$ cat config.mk
export PLATFORM = sky130hd
export DESIGN_NAME = eq_mac_sequencer
export DESIGN_NICKNAME = d
export VERILOG_FILES = /design/src/rtl/eq_mac_sequencer.sv
export SDC_FILE = /design/constraint.sdc
export NUM_CORES = 1
export LEC_CHECK = 0
export ABC_CLOCK_PERIOD_IN_PS = 2900
export BUFFER_PORTS_ARGS = -buffer_cell sky130_fd_sc_hd__buf_2
export CORE_ASPECT_RATIO = 1.2
export CORE_MARGIN = 1
export CORE_UTILIZATION = 30
export DETAILED_ROUTE_END_ITERATION = 7
export PLACE_DENSITY = 0.56
export REMOVE_ABC_BUFFERS = 1
export SLEW_MARGIN = 20
export SYNTH_ARGS = -nofsm -noshare
export SYNTH_HDL_FRONTEND = slang
export SYNTH_SLANG_ARGS = --single-unit
export TNS_END_PERCENT = 20
$ cat constraint.sdc
create_clock -name clk -period 2.9 [get_ports clk]
set_input_delay 0.29 -clock clk [delete_from_list [all_inputs] [get_ports clk]]
set_output_delay 0.29 -clock clk [all_outputs]
set_load 0.01 [all_outputs]
$ cat src/rtl/eq_mac_sequencer.sv
// Per-sample sequencer for the shared equalizer multiply-accumulate datapath.
// Optional feature macro: EQ_GAIN_RAMP_EN (slew-limits gain table updates per sample).
module eq_mac_sequencer #(
  parameter int          NUM_FILTERS = 4,
  parameter int          MULT_LAT    = 3,
  parameter int          ACC_LAT     = 1,
  parameter logic [15:0] UNITY_GAIN  = 16'h4000,
  parameter logic [15:0] RAMP_STEP   = 16'h0100,
  localparam int         SW          = (NUM_FILTERS > 1) ? $clog2(NUM_FILTERS) : 1
) (
  input  logic          clk,
  input  logic          reset,
  input  logic          sample_strobe,
  input  logic          eq_bypass,
  input  logic          eq_wr,
  input  logic [3:0]    eq_wr_sel,
  input  logic [7:0]    eq_gain_lsb,
  input  logic [7:0]    eq_gain_msb,
  input  logic          overrun_clr,
  output logic [SW-1:0] filt_sel,
  output logic [15:0]   gain,
  output logic          mac_ce,
  output logic          accum_load,
  output logic          out_valid,
  output logic          busy,
  output logic          overrun
);

  typedef enum logic [2:0] {IDLE, LOAD, ISSUE, DRAIN, DONE} state_t;

  // cyc is the cycle index within a sequence: 1 in LOAD, DONE_CYC in DONE, 0 in IDLE
  localparam logic [7:0] ISSUE_END = 8'(NUM_FILTERS + 1);
  localparam logic [7:0] DONE_CYC  = 8'(NUM_FILTERS + MULT_LAT + ACC_LAT + 1);
  localparam logic [7:0] CE_LAST   = 8'(NUM_FILTERS + MULT_LAT + ACC_LAT);
  localparam logic [7:0] LOAD_HIT  = 8'(2 + MULT_LAT);

  state_t        state, state_nxt;
  logic [7:0]    cyc, cyc_nxt;
  logic          byp_q, byp_nxt;
  logic [15:0]   shadow     [NUM_FILTERS];
  logic [15:0]   active     [NUM_FILTERS];
  logic [15:0]   active_nxt [NUM_FILTERS];
  logic [SW-1:0] filt_nxt;
  logic [15:0]   gain_nxt;
  logic          mac_ce_nxt, accum_load_nxt, out_valid_nxt, busy_nxt, overrun_nxt;
  logic          wr_hit;

`ifdef EQ_GAIN_RAMP_EN
  function automatic logic [15:0] load_gain(input logic [15:0] cur, input logic [15:0] tgt);
    logic [15:0] diff;
    if (tgt >= cur) begin
      diff = tgt - cur;
      load_gain = (diff <= RAMP_STEP) ? tgt : cur + RAMP_STEP;
    end else begin
      diff = cur - tgt;
      load_gain = (diff <= RAMP_STEP) ? tgt : cur - RAMP_STEP;
    end
  endfunction
`else
  logic unused_ramp_step;
  assign unused_ramp_step = ^RAMP_STEP;
`endif

  assign wr_hit = eq_wr && ({1'b0, eq_wr_sel} < 5'(NUM_FILTERS));

  always_comb begin
    state_nxt = state;
    case (state)
      IDLE:    state_nxt = sample_strobe ? LOAD : IDLE;
      LOAD:    state_nxt = ISSUE;
      ISSUE:   if (cyc == ISSUE_END) state_nxt = (CE_LAST == ISSUE_END) ? DONE : DRAIN;
               else                  state_nxt = ISSUE;
      DRAIN:   if (cyc == CE_LAST) state_nxt = DONE;
               else                state_nxt = DRAIN;
      DONE:    state_nxt = IDLE;
      default: state_nxt = IDLE;
    endcase
    cyc_nxt = (state_nxt == IDLE) ? 8'd0 : cyc + 8'd1;
  end

  // Table snapshot in LOAD; later writes only reach the shadow copy
  always_comb begin
    byp_nxt = byp_q;
    for (int i = 0; i < NUM_FILTERS; i++) active_nxt[i] = active[i];
    if (state == LOAD) begin
      byp_nxt = eq_bypass;
      for (int i = 0; i < NUM_FILTERS; i++) begin
`ifdef EQ_GAIN_RAMP_EN
        active_nxt[i] = load_gain(active[i], shadow[i]);
`else
        active_nxt[i] = shadow[i];
`endif
      end
    end else begin
      byp_nxt = byp_q;
    end
  end

  // Outputs are computed one cycle ahead and registered
  always_comb begin
    filt_nxt = filt_sel;
    gain_nxt = gain;
    case (state_nxt)
      IDLE, LOAD: begin
        filt_nxt = '0;
        gain_nxt = 16'h0000;
      end
      ISSUE: begin
        filt_nxt = SW'(cyc_nxt - 8'd2);
        gain_nxt = byp_nxt ? UNITY_GAIN : active_nxt[filt_nxt];
      end
      DRAIN, DONE: begin
        filt_nxt = filt_sel;
        gain_nxt = gain;
      end
      default: begin
        filt_nxt = '0;
        gain_nxt = 16'h0000;
      end
    endcase
    mac_ce_nxt     = (cyc_nxt >= 8'd2) && (cyc_nxt <= CE_LAST);
    accum_load_nxt = (cyc_nxt == LOAD_HIT);
    out_valid_nxt  = (state_nxt == DONE);
    busy_nxt       = (state_nxt != IDLE);
    if (sample_strobe && (state != IDLE)) overrun_nxt = 1'b1;
    else if (overrun_clr)                 overrun_nxt = 1'b0;
    else                                  overrun_nxt = overrun;
  end

  always_ff @(posedge clk) begin
    if (reset) begin
      state      <= IDLE;
      cyc        <= 8'd0;
      byp_q      <= 1'b0;
      filt_sel   <= '0;
      gain       <= 16'h0000;
      mac_ce     <= 1'b0;
      accum_load <= 1'b0;
      out_valid  <= 1'b0;
      busy       <= 1'b0;
      overrun    <= 1'b0;
      for (int i = 0; i < NUM_FILTERS; i++) begin
        shadow[i] <= UNITY_GAIN;
        active[i] <= UNITY_GAIN;
      end
    end else begin
      state      <= state_nxt;
      cyc        <= cyc_nxt;
      byp_q      <= byp_nxt;
      filt_sel   <= filt_nxt;
      gain       <= gain_nxt;
      mac_ce     <= mac_ce_nxt;
      accum_load <= accum_load_nxt;
      out_valid  <= out_valid_nxt;
      busy       <= busy_nxt;
      overrun    <= overrun_nxt;
      for (int i = 0; i < NUM_FILTERS; i++) active[i] <= active_nxt[i];
      if (wr_hit) shadow[eq_wr_sel[SW-1:0]] <= {eq_gain_msb, eq_gain_lsb};
    end
  end

endmodule

# Word level (Yosys, flattened, before mapping)
# Memory sizes are Yosys's and may differ from the RTL's.
# Index checks and enable logic that the tools add are counted.
[word_totals]
ff_bits = 35
ram_bits = 128
inputBits = 26
memories = 2
[op_classes]
n_addsub = 2
magnitude_cmp = 4
n_eq_ne = 9
mux = 28
bitwise = 5
n_reduce_logical = 10
[memory_table]
columns = ["memory", "depth", "width", "read_ports", "rd_ports_with_merged_regs", "write_ports", "line", "rtl"]
rows = [
  ["active", 4, 16, 4, 0, 4, "41", "logic [15:0] active [NUM_FILTERS];"],
  ["shadow", 4, 16, 4, 0, 4, "40", "logic [15:0] shadow [NUM_FILTERS];"],
]
[ops]
columns = ["cell", "n"]
rows = [
  ["two-way mux 16 bit", 8],
  ["two-way mux 64 bit", 1],
  ["binary-select mux 16 bit (select 2 bit)", 1],
  ["case mux 16 bit (2 select lines)", 1],
  ["== test 8 x 3 -> 1 bit (second input constant)", 2],
  ["OR reduction 16 bit", 1],
  ["== test 3 x 2 -> 1 bit (second input constant)", 4],
  ["two-way mux 1 bit", 12],
  ["case mux 3 bit (4 select lines)", 1],
  ["adder 8 x 1 -> 8 bit (second input constant)", 1],
  ["== test 8 x 4 -> 1 bit (second input constant)", 1],
  ["greater-or-equal comparator 8 x 2 -> 1 bit (second input constant)", 1],
  ["less-or-equal comparator 8 x 4 -> 1 bit (second input constant)", 1],
  ["two-way mux 8 bit", 1],
  ["logical NOT 3 bit", 2],
  ["nonzero test 3 bit", 2],
  ["less-than comparator 4 x 3 -> 1 bit (second input constant)", 1],
  ["bitwise OR 1 bit", 4],
  ["case mux 2 bit (2 select lines)", 1],
  ["== test 3 x 1 -> 1 bit (second input constant)", 1],
  ["== test 3 bit (second input constant)", 1],
  ["greater-or-equal comparator 3 bit (second input constant)", 1],
  ["logical AND 1 bit", 3],
  ["two-way mux 3 bit", 1],
  ["other kinds (5)", 5],
]

# Longest topological paths before layout
[depth]
word_depth = 12
ltp_mapped = 9

# Worst setup path after synthesis
# Ideal clock, no wire load.
[synth_path]
kind = "register to register"
start = "reg cyc[0]"
end = "reg accum_load"
setup_time_ns = 0.060
arrival_ns = 2.207
t_required_ns = 2.840
setup_slack_ns = 0.633
stages_incl_launch_ff = 9
path_buffers = 3
synth_period_minus_slack_ns = 2.267
cell_sequence = "dfxtp_1 -> clkinv_1 -> clkbuf_1 -> ha_1 -> or4_1 -> buf_2 -> buf_6 -> nor3_1 -> and3_1"
[synth_via]
elab_chain_len = 6
word_cells_on_any_way = 9
cone_classes = "add/sub (1); eq/ne (3); mux (4); reduce/logical (1)"
[synth_rtl]
columns = ["element", "line", "rtl"]
rows = [
  ["start: declaration", "38", "logic [7:0] cyc, cyc_nxt;"],
  ["start signal: assignment", "148", "cyc <= cyc_nxt;"],
  ["== test 8 x 4 -> 1 bit or == test 8 x 3 -> 1 bit (tied branches)", "73, 71", ""],
  ["two-way mux 3 bit or two-way mux 1 bit (tied branches)", "73, 71", ""],
  ["case mux 3 bit (4 select lines)", "68", "case (state)"],
  ["logical NOT 3 bit", "78", "cyc_nxt = (state_nxt == IDLE) ? 8'd0 : cyc + 8'd1;"],
  ["two-way mux 8 bit (*)", "78", ""],
  ["== test 8 x 3 -> 1 bit (*)", "122", "accum_load_nxt = (cyc_nxt == LOAD_HIT);"],
  ["end signal: assignment", "153", "accum_load <= accum_load_nxt;"],
  ["end: declaration", "23", "output logic accum_load,"],
]
# Mark *: on every way between the ends. The rest lies on a longest branch, timed or not.
# A chain may end at the register's enable or synchronous reset.

# Worst setup path in the final report
[layout_path]
start = "reg cyc[0]"
end = "reg gain[2]"
[layout_via]
elab_chain_len = 12
word_cells_on_any_way = 19
cone_classes = "add/sub (2); eq/ne (5); mux (9); bitwise (1); reduce/logical (2)"
[layout_rtl]
columns = ["element", "line", "rtl"]
rows = [
  ["== test 8 x 4 -> 1 bit or == test 8 x 3 -> 1 bit (tied branches)", "73, 71", ""],
  ["two-way mux 3 bit or two-way mux 1 bit (tied branches)", "73, 71", ""],
  ["case mux 3 bit (4 select lines)", "68", ""],
  ["logical NOT 3 bit", "78", ""],
  ["two-way mux 8 bit", "78", ""],
  ["subtractor 2 bit", "109", "filt_nxt = SW'(cyc_nxt - 8'd2);"],
  ["inverter 2 -> 3 bit (implied by the code)", "110", "gain_nxt = byp_nxt ? UNITY_GAIN : active_nxt[filt_nxt];"],
  ["binary-select mux 16 bit (select 2 bit)", "110", ""],
  ["two-way mux 16 bit (implied by the code) (2 in a row)", "110", ""],
  ["two-way mux 16 bit", "110", ""],
  ["case mux 16 bit (2 select lines)", "103", "case (state_nxt)"],
  ["end signal: assignment", "151", "gain <= gain_nxt;"],
  ["end: declaration", "21", "output logic [15:0] gain,"],
]
# Several ways; a longest one is shown, not always the timed one. The select of a mux whose other input is x is not followed.

==> impl_metrics.tcl <==
set metrics [dict create \
    r2r-start "cyc[0]" \
    avgRoutedWirePerCell_microns 16.8 \
    postCtsSetupRepairBufs 0 \
    first_pass_iters 4 \
    first_global_vias 4242 \
    slew_violations 0 \
    power.density_nw_per_um2 704 \
    cts.sinks 163 \
    skew_ps 15.5 \
    critPathSlowestCell "o2111ai_2" \
    max_stage_delay_ps 650 \
    setup_viol 0 \
    grt_pass1_wl_microns 23300 \
    combPwrFrac 0.094 \
    finalCritPeriodShare 0.836 \
    path_depth 6 \
    die_w_microns 136 \
    cap_violations 0 \
    synth_top_family_by_area "simple AND/OR/NAND/NOR gates" \
    start_util 0.308 \
    period_needed_ps 2420 \
    max_freq_mhz 413 \
    clockBufferDepth 2 \
    ff2ff_path_depth 6 \
    final_cell_area_sq_um 7630 \
    pre_cts_ws_ps 509 \
    final_cell_mix "99 x dfxtp_1, 72 x nor2_1, 64 x edfxtp_1, 63 x mux2i_1, 62 x and2_1" \
    synth.avg_cell_area_sq_um 11.8 \
    gp_congestion 0.766 \
    synthXorXnorAreaFrac 0.00807 \
    crit_required_ps 3240 \
    antenna_found_initial 0 \
    path_buf_inv 1 \
    syn-cell-area_sq_um 6510 \
    yosys_warnings 0 \
    leakage_nw 2.90 \
    synth-edff-count 64 \
    die-area_sq_um 22300 \
    cp-startpoint "cyc[0]" \
    grt_overflow 0 \
    end_kind "register" \
    dominantRegCellSynth "dfxtp_1" \
    internal_power_mw 4.00 \
    cts_root_buf "clkbuf_16" \
    switchingPower_mw 1.37 \
    p_sw_frac 0.256 \
    num_antenna_cells 0 \
    layout_setup_ws_ps 477 \
    crit_path_start_kind "register" \
    port_buffers 48 \
    synth-compound-area-share 0.0715 \
    post-route-util 0.361 \
    cp-endpoint "gain[2]" \
    outcome "completed" \
    worstMarginPinSlew_ps 1090 \
    slew_headroom 0.275 \
    area_delta_synth_final_pct 17.2 \
    antenna_left 0 \
    drc 0 \
    path_clk_slew_ps 70 \
    hp-class "input pin to register" \
    r2r-end "gain[2]" \
    synthMuxAreaShare 0.102 \
    finalHoldViolations 0 \
    track_usage 0.141 \
    cp.arrival_ps 2760 \
    vias 4245 \
    drive_above_1_share 0.178 \
    die_y_microns 163 \
    synth-seq-cells 163 \
    path_class "register to register" \
    grt_max_degree 73 \
    yosysSeqAreaShare 0.600 \
    cts_resized 0 \
    p_total_mw 5.37 \
    synth_cell_types 49 \
    crit_chain "buf_4 -> ha_1 -> nor4bb_2 -> a31oi_2 -> o2111ai_2 -> o2bb2ai_1" \
    clkPwrFrac 0.432 \
    max-vdd-ir-drop_uv 414 \
    final_common_cell "dfxtp_1" \
    reg2reg_slack_ps 480 \
    cts_tree "yes" \
    p_seq_frac 0.473 \
    h-tree-depth 4 \
    syn_inst 554 \
    path_delay_family "compound AO/OA/AOI/OAI gates" \
    yosys.area_share.simple 0.174 \
    floorplan.rows 58 \
    drt-initial-drc-count 184 \
    synth_fa_ha_area_frac 0.00576 \
    hpwl_microns 9400 \
    setup_tns_ps 0 \
    numCtsBuffers 17 \
    crit_fanout 23 \
    async_flop_share 0 \
    rsz0062_at_grt "no" \
    via_per_inst 4.78 \
    drt-total-wl_microns 14900 \
    nNetsFinal 634 \
    cts_hold_buf 0 \
    placed_area_sq_um 7010 \
    io_pins 49 \
    insertion_delay_ps 430 \
    core_sq_um 21100 \
]
[cells by family (layout without fill, tap and decap cells)]
| group | after synthesis | after routing |
|---|---|---|
| XOR/XNOR | 6 | 6 |
| buffers and inverters | 36 | 100 |
| AND/OR/NAND/NOR | 217 | 217 |
| flip-flops | 163 | 163 |
| AO/OA/AOI/OAI | 64 | 64 |
| multiplexers | 65 | 65 |
| adder cells (fa/ha/maj) | 3 | 3 |
[state kept, by name (all words and copies together), names as in the netlist]
register    cells
filt_sel        2
active         64
cyc             8
mac_ce          1
shadow         64
out_valid       1
byp_q           1
overrun         1
accum_load      1
busy            1
gain           16
state           3
[worst min-delay path, cell delays in order]
cell      delay [ps]
buf_2             70
nand2b_1         100
a21oi_1           60
[power groups by stage]
stage / sequential (mW) / clock, mW / combinational, mW
3_5_place_dp: 2.60 / 0 / 0.512
3_3_place_gp: 2.59 / 0 / 0.500
2_1_floorplan: 2.59 / 0 / 0.318
6_report: 2.54 / 2.32 / 0.507
4_1_cts: 2.54 / 2.36 / 0.514
5_1_grt: 2.56 / 2.46 / 0.555
[routing by layer]
layer	track usage	routed length (microns)
met3	0.0372	808
met2	0.230	7110
met4	0.0359	148
met5	0	0
met1	0.184	6850
[cell usage after synthesis, types with 2 or more instances]
master | number | area (sq um)
and2_1 | 62 | 388
nor2_1 | 72 | 270
a211o_1 | 3 | 26.3
o31ai_1 | 2 | 15.0
xnor2_1 | 4 | 35.0
buf_2 | 4 | 20.0
dfxtp_1 | 99 | 1980
a31oi_1 | 16 | 100
nand2b_1 | 8 | 50.1
and3_1 | 3 | 18.8
o211ai_1 | 2 | 15.0
nor3b_2 | 3 | 37.5
ha_1 | 3 | 37.5
nor3_1 | 4 | 20.0
a21oi_1 | 4 | 20.0
and3b_1 | 2 | 17.5
inv_1 | 2 | 7.51
nor2b_1 | 7 | 43.8
o21ai_0 | 2 | 10.0
buf_6 | 5 | 56.3
buf_4 | 3 | 22.5
or2_2 | 3 | 18.8
clkbuf_1 | 17 | 63.8
edfxtp_1 | 64 | 1920
o22ai_1 | 15 | 93.8
mux2i_1 | 63 | 631
xor2_1 | 2 | 17.5
nand3_1 | 4 | 20.0
buf_12 | 3 | 60.1
nand4_1 | 2 | 12.5
or3_1 | 2 | 12.5
nand2_1 | 36 | 135
o2bb2ai_1 | 16 | 140
and4_1 | 2 | 17.5
[how the worst min path moves through the flow]
stage                      from       end  slack (ps)  depth (start not counted)
finish              overrun_clr   overrun         150                          3
global route        overrun_clr   overrun         130                          3
CTS                 overrun_clr   overrun         130                          3
detailed placement     gain[11]  gain[11]         450                          1
global placement       gain[11]  gain[11]         450                          1
floorplan                 reset   overrun         360                          1
[stage by stage]
stage / hold slack (ps) / cells
3_5_place_dp: 449 / 856
6_report: 149 / 888
4_1_cts: 128 / 888
3_3_place_gp: 450 / 856
5_1_grt: 132 / 888
2_1_floorplan: 359 / 521
[final cells by class]
| class | count | area [sq um] |
|---|---|---|
| clock buffers | 17 | 425 |
| well taps | 270 | 338 |
| inverters | 3 | 11.3 |
| fillers | 2044 | 13500 |
| clock inverters | 15 | 194 |
| repair buffers | 65 | 393 |
| flip-flops and latches | 163 | 3900 |
| multi-input cells | 355 | 2360 |
(Power assumes the default switching activity.)
